--- src/rtl/lzd_norm_seq_if.sv ---
// Operand/result handshake bundle for the leading-zero normaliser.
// Latency: none (wires only).
// Backpressure: valid/ready on both the operand and result channels.
interface lzd_norm_seq_if #(
    parameter int WORDS = 2
);
    localparam int DATA_W = 32 * WORDS;
    localparam int CNT_W  = $clog2(DATA_W) + 1;

    logic              in_valid;
    logic              in_ready;
    logic [DATA_W-1:0] in_data;
    logic              out_valid;
    logic              out_ready;
    logic [DATA_W-1:0] out_norm;
    logic [CNT_W-1:0]  out_lzc;
    logic              out_zero;

    // Source of operands / sink of results.
    modport master (
        output in_valid, in_data, out_ready,
        input  in_ready, out_valid, out_norm, out_lzc, out_zero
    );

    // The normaliser itself.
    modport slave (
        input  in_valid, in_data, out_ready,
        output in_ready, out_valid, out_norm, out_lzc, out_zero
    );
endinterface

--- src/rtl/lzd_norm_seq.sv ---
// Multi-cycle leading-zero count and left-normalise using one shared 32-bit LZD.
// Latency: k+2 edges (k = index of first non-zero word from MSW), WORDS+1 for zero.
// Backpressure: in_ready only in IDLE; result held in DONE until out_ready.

// 32-bit leading-zero detector; returns 32 for an all-zero word.
module lzd_32 (
    input  logic [31:0] word_i,
    output logic [5:0]  cnt_o
);
    // Lowest-to-highest scan so the highest set bit wins the last assignment.
    always_comb begin
        cnt_o = 6'd32;
        for (int i = 0; i < 32; i++) begin
            if (word_i[i]) cnt_o = 6'(31 - i);
        end
    end
endmodule

module lzd_norm_seq #(
    parameter int  WORDS  = 2,
    localparam int DATA_W = 32 * WORDS,
    localparam int CNT_W  = $clog2(DATA_W) + 1
) (
    input  logic              clk,
    input  logic              rstn,
    lzd_norm_seq_if.slave     bus,
    output logic              busy
);
    typedef enum logic [1:0] {IDLE, SCAN, SHIFT, DONE} state_t;

    localparam logic [1:0] IDX_LAST = 2'(WORDS - 1);

    state_t            state_q, state_d;
    logic [DATA_W-1:0] op_q, op_d;
    logic [1:0]        idx_q, idx_d;
    logic [CNT_W-1:0]  acc_q, acc_d;
    logic              out_valid_q, out_valid_d;
    logic [DATA_W-1:0] out_norm_q, out_norm_d;
    logic [CNT_W-1:0]  out_lzc_q, out_lzc_d;
    logic              out_zero_q, out_zero_d;

    logic [31:0]       lzd_in;
    logic [5:0]        lzd_cnt;

    // Present the word at position idx counted from the MSW to the shared LZD.
    always_comb begin
        lzd_in = op_q[DATA_W-1 -: 32];
        for (int w = 0; w < WORDS; w++) begin
            if (idx_q == 2'(WORDS - 1 - w)) lzd_in = op_q[w*32 +: 32];
        end
    end

    lzd_32 u_lzd_32 (
        .word_i (lzd_in),
        .cnt_o  (lzd_cnt)
    );

    // Next-state and datapath updates; everything holds unless a state acts on it.
    always_comb begin
        state_d     = state_q;
        op_d        = op_q;
        idx_d       = idx_q;
        acc_d       = acc_q;
        out_valid_d = out_valid_q;
        out_norm_d  = out_norm_q;
        out_lzc_d   = out_lzc_q;
        out_zero_d  = out_zero_q;
        case (state_q)
            IDLE: begin
                if (bus.in_valid) begin
                    op_d    = bus.in_data;
                    idx_d   = 2'd0;
                    acc_d   = '0;
                    state_d = SCAN;
                end
            end
            SCAN: begin
                // A zero word only continues the scan if a lower word remains.
                if (lzd_cnt == 6'd32 && idx_q < IDX_LAST) begin
                    acc_d = acc_q + CNT_W'(32);
                    idx_d = idx_q + 2'd1;
                end else begin
                    acc_d   = acc_q + CNT_W'(lzd_cnt);
                    state_d = SHIFT;
                end
            end
            SHIFT: begin
                // A shift of DATA_W clears the operand, which is the zero result.
                out_valid_d = 1'b1;
                out_lzc_d   = acc_q;
                out_zero_d  = (acc_q == CNT_W'(DATA_W));
                out_norm_d  = op_q << acc_q;
                state_d     = DONE;
            end
            DONE: begin
                if (bus.out_ready) begin
                    out_valid_d = 1'b0;
                    state_d     = IDLE;
                end
            end
            default: state_d = IDLE;
        endcase
    end

    // State and datapath registers with synchronous active-low reset.
    always_ff @(posedge clk) begin
        if (!rstn) begin
            state_q     <= IDLE;
            op_q        <= '0;
            idx_q       <= 2'd0;
            acc_q       <= '0;
            out_valid_q <= 1'b0;
            out_norm_q  <= '0;
            out_lzc_q   <= '0;
            out_zero_q  <= 1'b0;
        end else begin
            state_q     <= state_d;
            op_q        <= op_d;
            idx_q       <= idx_d;
            acc_q       <= acc_d;
            out_valid_q <= out_valid_d;
            out_norm_q  <= out_norm_d;
            out_lzc_q   <= out_lzc_d;
            out_zero_q  <= out_zero_d;
        end
    end

    assign bus.in_ready  = (state_q == IDLE);
    assign bus.out_valid = out_valid_q;
    assign bus.out_norm  = out_norm_q;
    assign bus.out_lzc   = out_lzc_q;
    assign bus.out_zero  = out_zero_q;
    assign busy          = (state_q != IDLE);
endmodule

--- src/flat_wrapper.sv ---
// flat-port wrapper written by rule: the top's interface ports become plain ports
module lzd_norm_seq_flat 
#(
    parameter int  WORDS  = 2,
    localparam int DATA_W = 32 * WORDS,
    localparam int CNT_W  = $clog2(DATA_W) + 1
)
  (clk, rstn, busy, bus_in_valid, bus_in_data, bus_out_ready, bus_in_ready, bus_out_valid, bus_out_norm, bus_out_lzc, bus_out_zero);
  lzd_norm_seq_if #(.WORDS(WORDS)) bus_i ();
  input  logic clk;
  input  logic rstn;
  output logic busy;
  input wire logic [$bits(bus_i.in_valid)-1:0] bus_in_valid;
  input wire logic [$bits(bus_i.in_data)-1:0] bus_in_data;
  input wire logic [$bits(bus_i.out_ready)-1:0] bus_out_ready;
  output wire logic [$bits(bus_i.in_ready)-1:0] bus_in_ready;
  output wire logic [$bits(bus_i.out_valid)-1:0] bus_out_valid;
  output wire logic [$bits(bus_i.out_norm)-1:0] bus_out_norm;
  output wire logic [$bits(bus_i.out_lzc)-1:0] bus_out_lzc;
  output wire logic [$bits(bus_i.out_zero)-1:0] bus_out_zero;
  assign bus_i.in_valid = bus_in_valid;
  assign bus_i.in_data = bus_in_data;
  assign bus_i.out_ready = bus_out_ready;
  assign bus_in_ready = bus_i.in_ready;
  assign bus_out_valid = bus_i.out_valid;
  assign bus_out_norm = bus_i.out_norm;
  assign bus_out_lzc = bus_i.out_lzc;
  assign bus_out_zero = bus_i.out_zero;
  lzd_norm_seq #(.WORDS(WORDS)) u_core (.clk(clk), .rstn(rstn), .bus(bus_i), .busy(busy));
endmodule
--- config.mk ---
export PLATFORM = sky130hd
export DESIGN_NAME = lzd_norm_seq_flat
export DESIGN_NICKNAME = d
export VERILOG_FILES = /design/src/rtl/lzd_norm_seq_if.sv /design/src/rtl/lzd_norm_seq.sv /design/src/flat_wrapper.sv
export SDC_FILE = /design/constraint.sdc
export NUM_CORES = 1
export LEC_CHECK = 0
export BUFFER_PORTS_ARGS = -buffer_cell sky130_fd_sc_hd__clkbuf_2
export CORE_UTILIZATION = 55
export CTS_BUF_LIST = sky130_fd_sc_hd__clkbuf_4 sky130_fd_sc_hd__clkbuf_8
export CTS_CLUSTER_DIAMETER = 30
export CTS_CLUSTER_SIZE = 14
export DETAILED_ROUTE_END_ITERATION = 10
export PLACE_DENSITY_LB_ADDON = 0.15
export SKIP_LAST_GASP = 1
export SLEW_MARGIN = 15
export SYNTH_ARGS = -nofsm -noshare
export SYNTH_HDL_FRONTEND = slang
export SYNTH_SLANG_ARGS = --single-unit
--- constraint.sdc ---
create_clock -name clk -period 4.19 [get_ports clk]
set_clock_uncertainty 0.05 [all_clocks]
set_input_delay 0.2095 -clock clk [delete_from_list [all_inputs] [get_ports clk]]
set_output_delay 0.2095 -clock clk [all_outputs]
set_load 0.02 [all_outputs]
==> out/metrics.cfg, run 1 <==
[clocking]
cts_buffers = 17
cts_tree = done
root_buffer = clkbuf_8
cts.sinks = 148
clockBufferDepth = 2
clkTransAtPathRegs_ns = 0.10
post_cts_buffers = 0
cts_htree_levels = 4
ctsResizeCount = 0
clkLatencyLatePin_ns = 0.48
cts_hold_buf = 63

[finish]
diodes = 0
drive_above_1_share = 0.218
utilization = 0.667
fill_cells = 1568
fin_nets = 1478
final_cell_mix = nand2_1 (262), dfxtp_1 (144), clkbuf_2 (142)
layout_commonest_cell = nand2_1
area_growth_pct = 18.0

[floorplan]
die_x_um = 139
placementRows = 49
start_util = 0.565
ioPinCount = 143
die-area_sq_um = 19200
die_h_um = 139
core_sq_um = 18100

[route]
avgRoutedWirePerCell_um = 21.2
drt_wl_total_mm = 34.7
initialDrtViolationCount = 1133
antenna_left = 0
drtPass1Iterations = 9
vias = 10205
drc_errors = 18
routed_via_density = 6.23

[synthesis]
yosysWarnings = 0
synth_cell_types = 69
synth_seq_cells = 148
synth_edf_count = 0
ys_seq_area_frac = 0.289
synthCells = 1243
synth_nets = 1325
syn_area_per_cell_sq_um = 8.25
synthArstFlopShare = 0
synth_top_flop_cell = dfxtp_1
netlist_area_sq_um = 10300

[setup_path]
crit_chain = inv_1 > ha_1 > nand2b_1 > or3_1 > nand2_1 > o311ai_0 > a211oi_1 > nor3_1 > o311a_1 > ha_1 > a21o_1 > a21oi_1 > o21bai_1 > a21oi_1 > o21ai_0 > o22a_1 > o211ai_1
end_kind = flip-flop
worstSetupStartpointType = flip-flop
cp.arrival_ns = 4.32
crit_type = flip-flop to flip-flop
cpPeakStageDelay_ns = 0.44
reg2reg_from = u_core.idx_q[0]
crit_path_max_fanout = 6
crit_start = u_core.idx_q[0]
critPathSlowestCell = or3_1
crit_required_ns = 4.56

[global_routing]
grt_pass1_vias = 9712
antenna_found_initial = 0
grt.total_usage = 0.369
grtUsageMet1 = 0.487
use_met3 = 0.0735
grt_max_degree = 74
busiest_layer = met2
grt.met2_usage = 0.584
grt_overflow_total = 0
grt_pass1_wl_mm = 54.8

[power]
p_leak_uw = 0.00480
ir_drop_v = 0.000659
power_density_nw_per_um2 = 568

[timing]
hold_viol = 1
whs_ns = -0.00138
drv_slew = 0
setup_viol = 0
relSlewSlack = 0.338
tightestPinTransition_ns = 0.993
fmax_ghz = 0.253
timing.setup.tns_ns = 0
finalCritPeriodShare = 0.944
finalCriticalPeriod_ns = 3.95
rsz0062_at_grt = false

[place]
gp_congestion = 0.974
dpl.hpwl_mm = 25.3
io_buffers = 142

[run_status]
outcome = finished with violations
violations = DRC, hold timing

[hold_path]
hp-start = bus_in_data[3]
hold_path.class = input port to flip-flop

[flow_run]
max_cap_viol_count = 0

## cell families (layout without fill, tap and decap cells)
kind of cell,Yosys count,after routing,share of synthesized area
muxes,171,171,0.233
xor gates and xnor gates,4,4,0.00342
AOI/OAI and AO/OA,307,307,0.203
DFF,148,148,0.289
and+or+nand+nor,477,477,0.202
adders and majority gates,14,14,0.0178
buffers and inverters,122,288,0.0514
## cell usage after synthesis (all sizes together), types with 14 or more instances
library cell | number | area share
nand3 | 14 | 0.0068
nor2b | 30 | 0.019
nor3 | 19 | 0.0093
clkbuf | 64 | 0.023
a21oi | 64 | 0.031
mux2i | 87 | 0.085
a21boi | 67 | 0.049
buf | 33 | 0.019
nand2 | 264 | 0.097
nor2 | 106 | 0.039
mux4 | 51 | 0.11
a22o | 14 | 0.012
inv | 24 | 0.0088
o21ai | 54 | 0.026
mux2 | 33 | 0.036
dfxtp | 148 | 0.29
## sequential cells by signal (all words and copies together) (netlist names)
register and cells:
u_core.idx_q 2, u_core.bus.out_norm 64, u_core.acc_q 7, u_core.op_q 64
u_core.bus.out_zero 1, u_core.bus.out_valid 1, u_core.bus.out_lzc 7, u_core.state_q 2
## power by group
part,switching (uW),internal (uW),total (uW),leakage [uW]
clock network,658,498,1160,0.000198
registers,477,1610,2090,0.00121
logic,2200,1430,3630,0.00339
## final cells by class
class	instances	area, sq um	area share
Sequential cell	148	2970	0.246
Multi-Input combinational cell	973	6780	0.560
Clock inverter	15	164	0.0135
Timing Repair Buffer	231	1570	0.130
Inverter	25	95.1	0.00786
Tap cell	229	287	0.0237
Clock buffer	17	234	0.0193
## per-layer routing
layer / vias up / part of all wire / wire [um]
met4: 0 / 0.043 / 1510
met2: 539 / 0.45 / 15500
met3: 95 / 0.087 / 3030
li1: 4770 / - / -
met5: - / 0 / 0
met1: 4801 / 0.42 / 14700
## metrics by stage
step | instances | instance area (sq um) | setup WS, ns | power, uW
finish | 1638 | 12100 | 0.235 | 6870
global route | 1638 | 12100 | 0.00591 | 7230
CTS | 1638 | 12100 | 0.226 | 6790
detailed placement | 1543 | 11100 | 0.232 | 5590
global placement | 1543 | 11100 | 0.338 | 5570
floorplan | 1243 | 10300 | 0.476 | 4510
## path summary, 6_finish.rpt
| check | slack [ns] | cells past startpoint | endpoint |
|---|---|---|---|
| setup / recovery | 0.24 | 17 | u_core.acc_q[6] |
| hold / removal | -0.001 | 3 | u_core.op_q[3] |
| setup reg to reg | 0.24 | 17 | u_core.acc_q[6] |
| hold reg to reg | 0.39 | 2 | u_core.bus.out_norm[60] |
## worst max-delay path: cells and delay by family, from the launching register on
family | cells | cell delay (ns)
AND/OR/NAND/NOR | 4 | 0.94
buffers and inverters | 1 | 0.09
flip-flops | 1 | 0.42
adder cells (fa/ha/maj) | 2 | 0.56
AO/OA/AOI/OAI | 10 | 1.83
Note: power is estimated with default switching activity, not from simulation.
==> run 2, diff against run 1 <==
- CORE_UTILIZATION: 55 -> 40
- MAX_ROUTING_LAYER: not set -> met4
==> run 2 against run 1 <==
  * Fmax grew 3.1%
  * First-iteration DRC count shrank 22%
  * Final area grew 0.79%
  * Worst hold slack gained 0.23 ns
  * Die area grew 37%
  * Wire length grew 2.9%
  * Worst setup slack gained 0.12 ns
  * Sequential power is essentially flat
  * Clock power is essentially flat
  * Sequential share of layout area shrank 0.19 points
  * Via count shrank 2.4%
  * The flow now finishes without violations
==> out/metrics.cfg, run 2 (same netlist as run 1, synthesis figures left out) <==
[global_routing]
grt_pass1_wl_mm = 55.5
antenna_found_initial = 0
grt_max_degree = 82
grt_overflow_total = 0
grt.total_usage = 0.286
grt_pass1_vias = 9427

[power]
power_switching_share = 0.485
p_int_uw = 3510
p_seq_frac = 0.309
p_leak_uw = 0.00478
p_total_uw = 6820
pwr-share-clk = 0.167
power_density_nw_per_um2 = 559
switching_power_uw = 3310
ir_drop_v = 0.000238
pwr-share-comb = 0.524

[timing]
hold_viol = 0
finalCriticalPeriod_ns = 3.84
tightestPinTransition_ns = 0.948
timing.setup.tns_ns = 0
relSlewSlack = 0.368
fmax_ghz = 0.261
timing.final.ws_setup_ns = 0.354
drv_slew = 0
rsz0062_at_grt = false
setup_viol = 0
finalCritPeriodShare = 0.916

[setup_path]
worstSetupStartpointType = flip-flop
crit_path_max_fanout = 5
critical_path.top_delay_family = compound AO/OA/AOI/OAI gates
crit_type = flip-flop to flip-flop
crit_required_ns = 4.54
crit_buf_inv = 1
crit_chain = inv_1 > ha_1 > nand2b_1 > or3_1 > nand2_1 > o311ai_0 > a211oi_1 > nor3_1 > o311a_1 > ha_1 > a21o_1 > a21oi_1 > o21bai_1 > a21oi_1 > o21ai_0 > o22a_1 > o211ai_1
end_kind = flip-flop
cp.arrival_ns = 4.19
regToRegSetupSlack_ns = 0.35
critPathSlowestCell = or3_1
cpPeakStageDelay_ns = 0.42

[finish]
drive_above_1_share = 0.218
layout_commonest_cell = nand2_1
fin_nets = 1480
multiInputGateArea_sq_um = 6770
diodes = 0
final-seq-area_sq_um = 2970
final_cells = 1741
area_growth_pct = 19.0
fill_cells = 2498
final_cell_mix = nand2_1 (262), dfxtp_1 (144), clkbuf_2 (142)

[route]
initialDrtViolationCount = 880
antenna_left = 0
routed_via_density = 5.72
drc_errors = 0
drt_wl_total_mm = 35.8
drtPass1Iterations = 5
avgRoutedWirePerCell_um = 20.5
vias = 9965

[floorplan]
ioPinCount = 143
die_h_um = 162
core_sq_um = 25200
placementRows = 58
die-area_sq_um = 26300
die_x_um = 162
start_util = 0.407

[place]
dpl.cell_count = 1644
dpl.hpwl_mm = 26.5
place_ws_ns = 0.282
gp_congestion = 0.946
io_buffers = 142

[clocking]
cts_buffers = 17
clockBufferDepth = 2
clkLatencyLatePin_ns = 0.48
cts_tree = done
root_buffer = clkbuf_8
cts.sinks = 148
clkTransAtPathRegs_ns = 0.08
cts_htree_levels = 4

[flow_run]
max_cap_viol_count = 0

[hold_path]
hold_path.class = input port to flip-flop

[run_status]
outcome = finished clean

-- run 2: power by group through the flow --
stage	logic [uW]	registers (uW)	clock network, uW
6_report	3570	2110	1140
5_1_grt	3860	2160	1230
4_1_cts	3540	2100	1170
3_5_place_dp	3480	2140	0
3_3_place_gp	3470	2130	0
2_1_floorplan	2630	1880	0
-- run 2: area by class of cell --
class	instances	area share
flip-flops and latches	148	0.244
well taps	330	0.0339
multi-input cells	973	0.555
inverters	25	0.00780
repair buffers	233	0.128
clock inverters	14	0.0115
clock buffers	18	0.0198
-- run 2: timing repair --
item / in CTS / in global routing
resized for setup: 0 / 2
endpoints found under the setup margin: 0 / 1
buffers inserted: 0 / 0
endpoints found under the hold margin: 65 / 0
hold buffers: 65 / 0
-- run 2: stage by stage --
step	instance area, sq um	utilization	hold WS [ns]
floorplan	10300	-	0.304
global placement	11200	0.443	0.376
detailed placement	11200	0.443	0.386
CTS	12200	0.484	0.213
global route	12200	0.484	0.255
finish	12200	0.484	0.225
-- run 2: per-layer routing --
metal	wire length [um]	global-route usage	up-vias	share of wire
li1	-	-	4787	-
met1	15700	0.367	4732	0.44
met2	16500	0.447	367	0.46
met3	2040	0.0383	79	0.057
met5	0	-	-	0
met4	1490	0.133	0	0.042
-- run 2: tightest hold or removal path, stage by stage --
cell and delay (ns):
clkbuf_2 0.13, nand4_1 0.10, o22ai_1 0.13, o31a_1 0.14
-- run 2: path summary, 6_finish.rpt --
| check | startpoint | to | cells past startpoint |
|---|---|---|---|
| max | u_core.idx_q[0] | u_core.acc_q[6] | 17 |
| min | bus_in_valid | u_core.idx_q[1] | 4 |
| max reg2reg | u_core.idx_q[0] | u_core.acc_q[6] | 17 |
| min reg2reg | u_core.bus.out_norm[60] | u_core.bus.out_norm[60] | 2 |
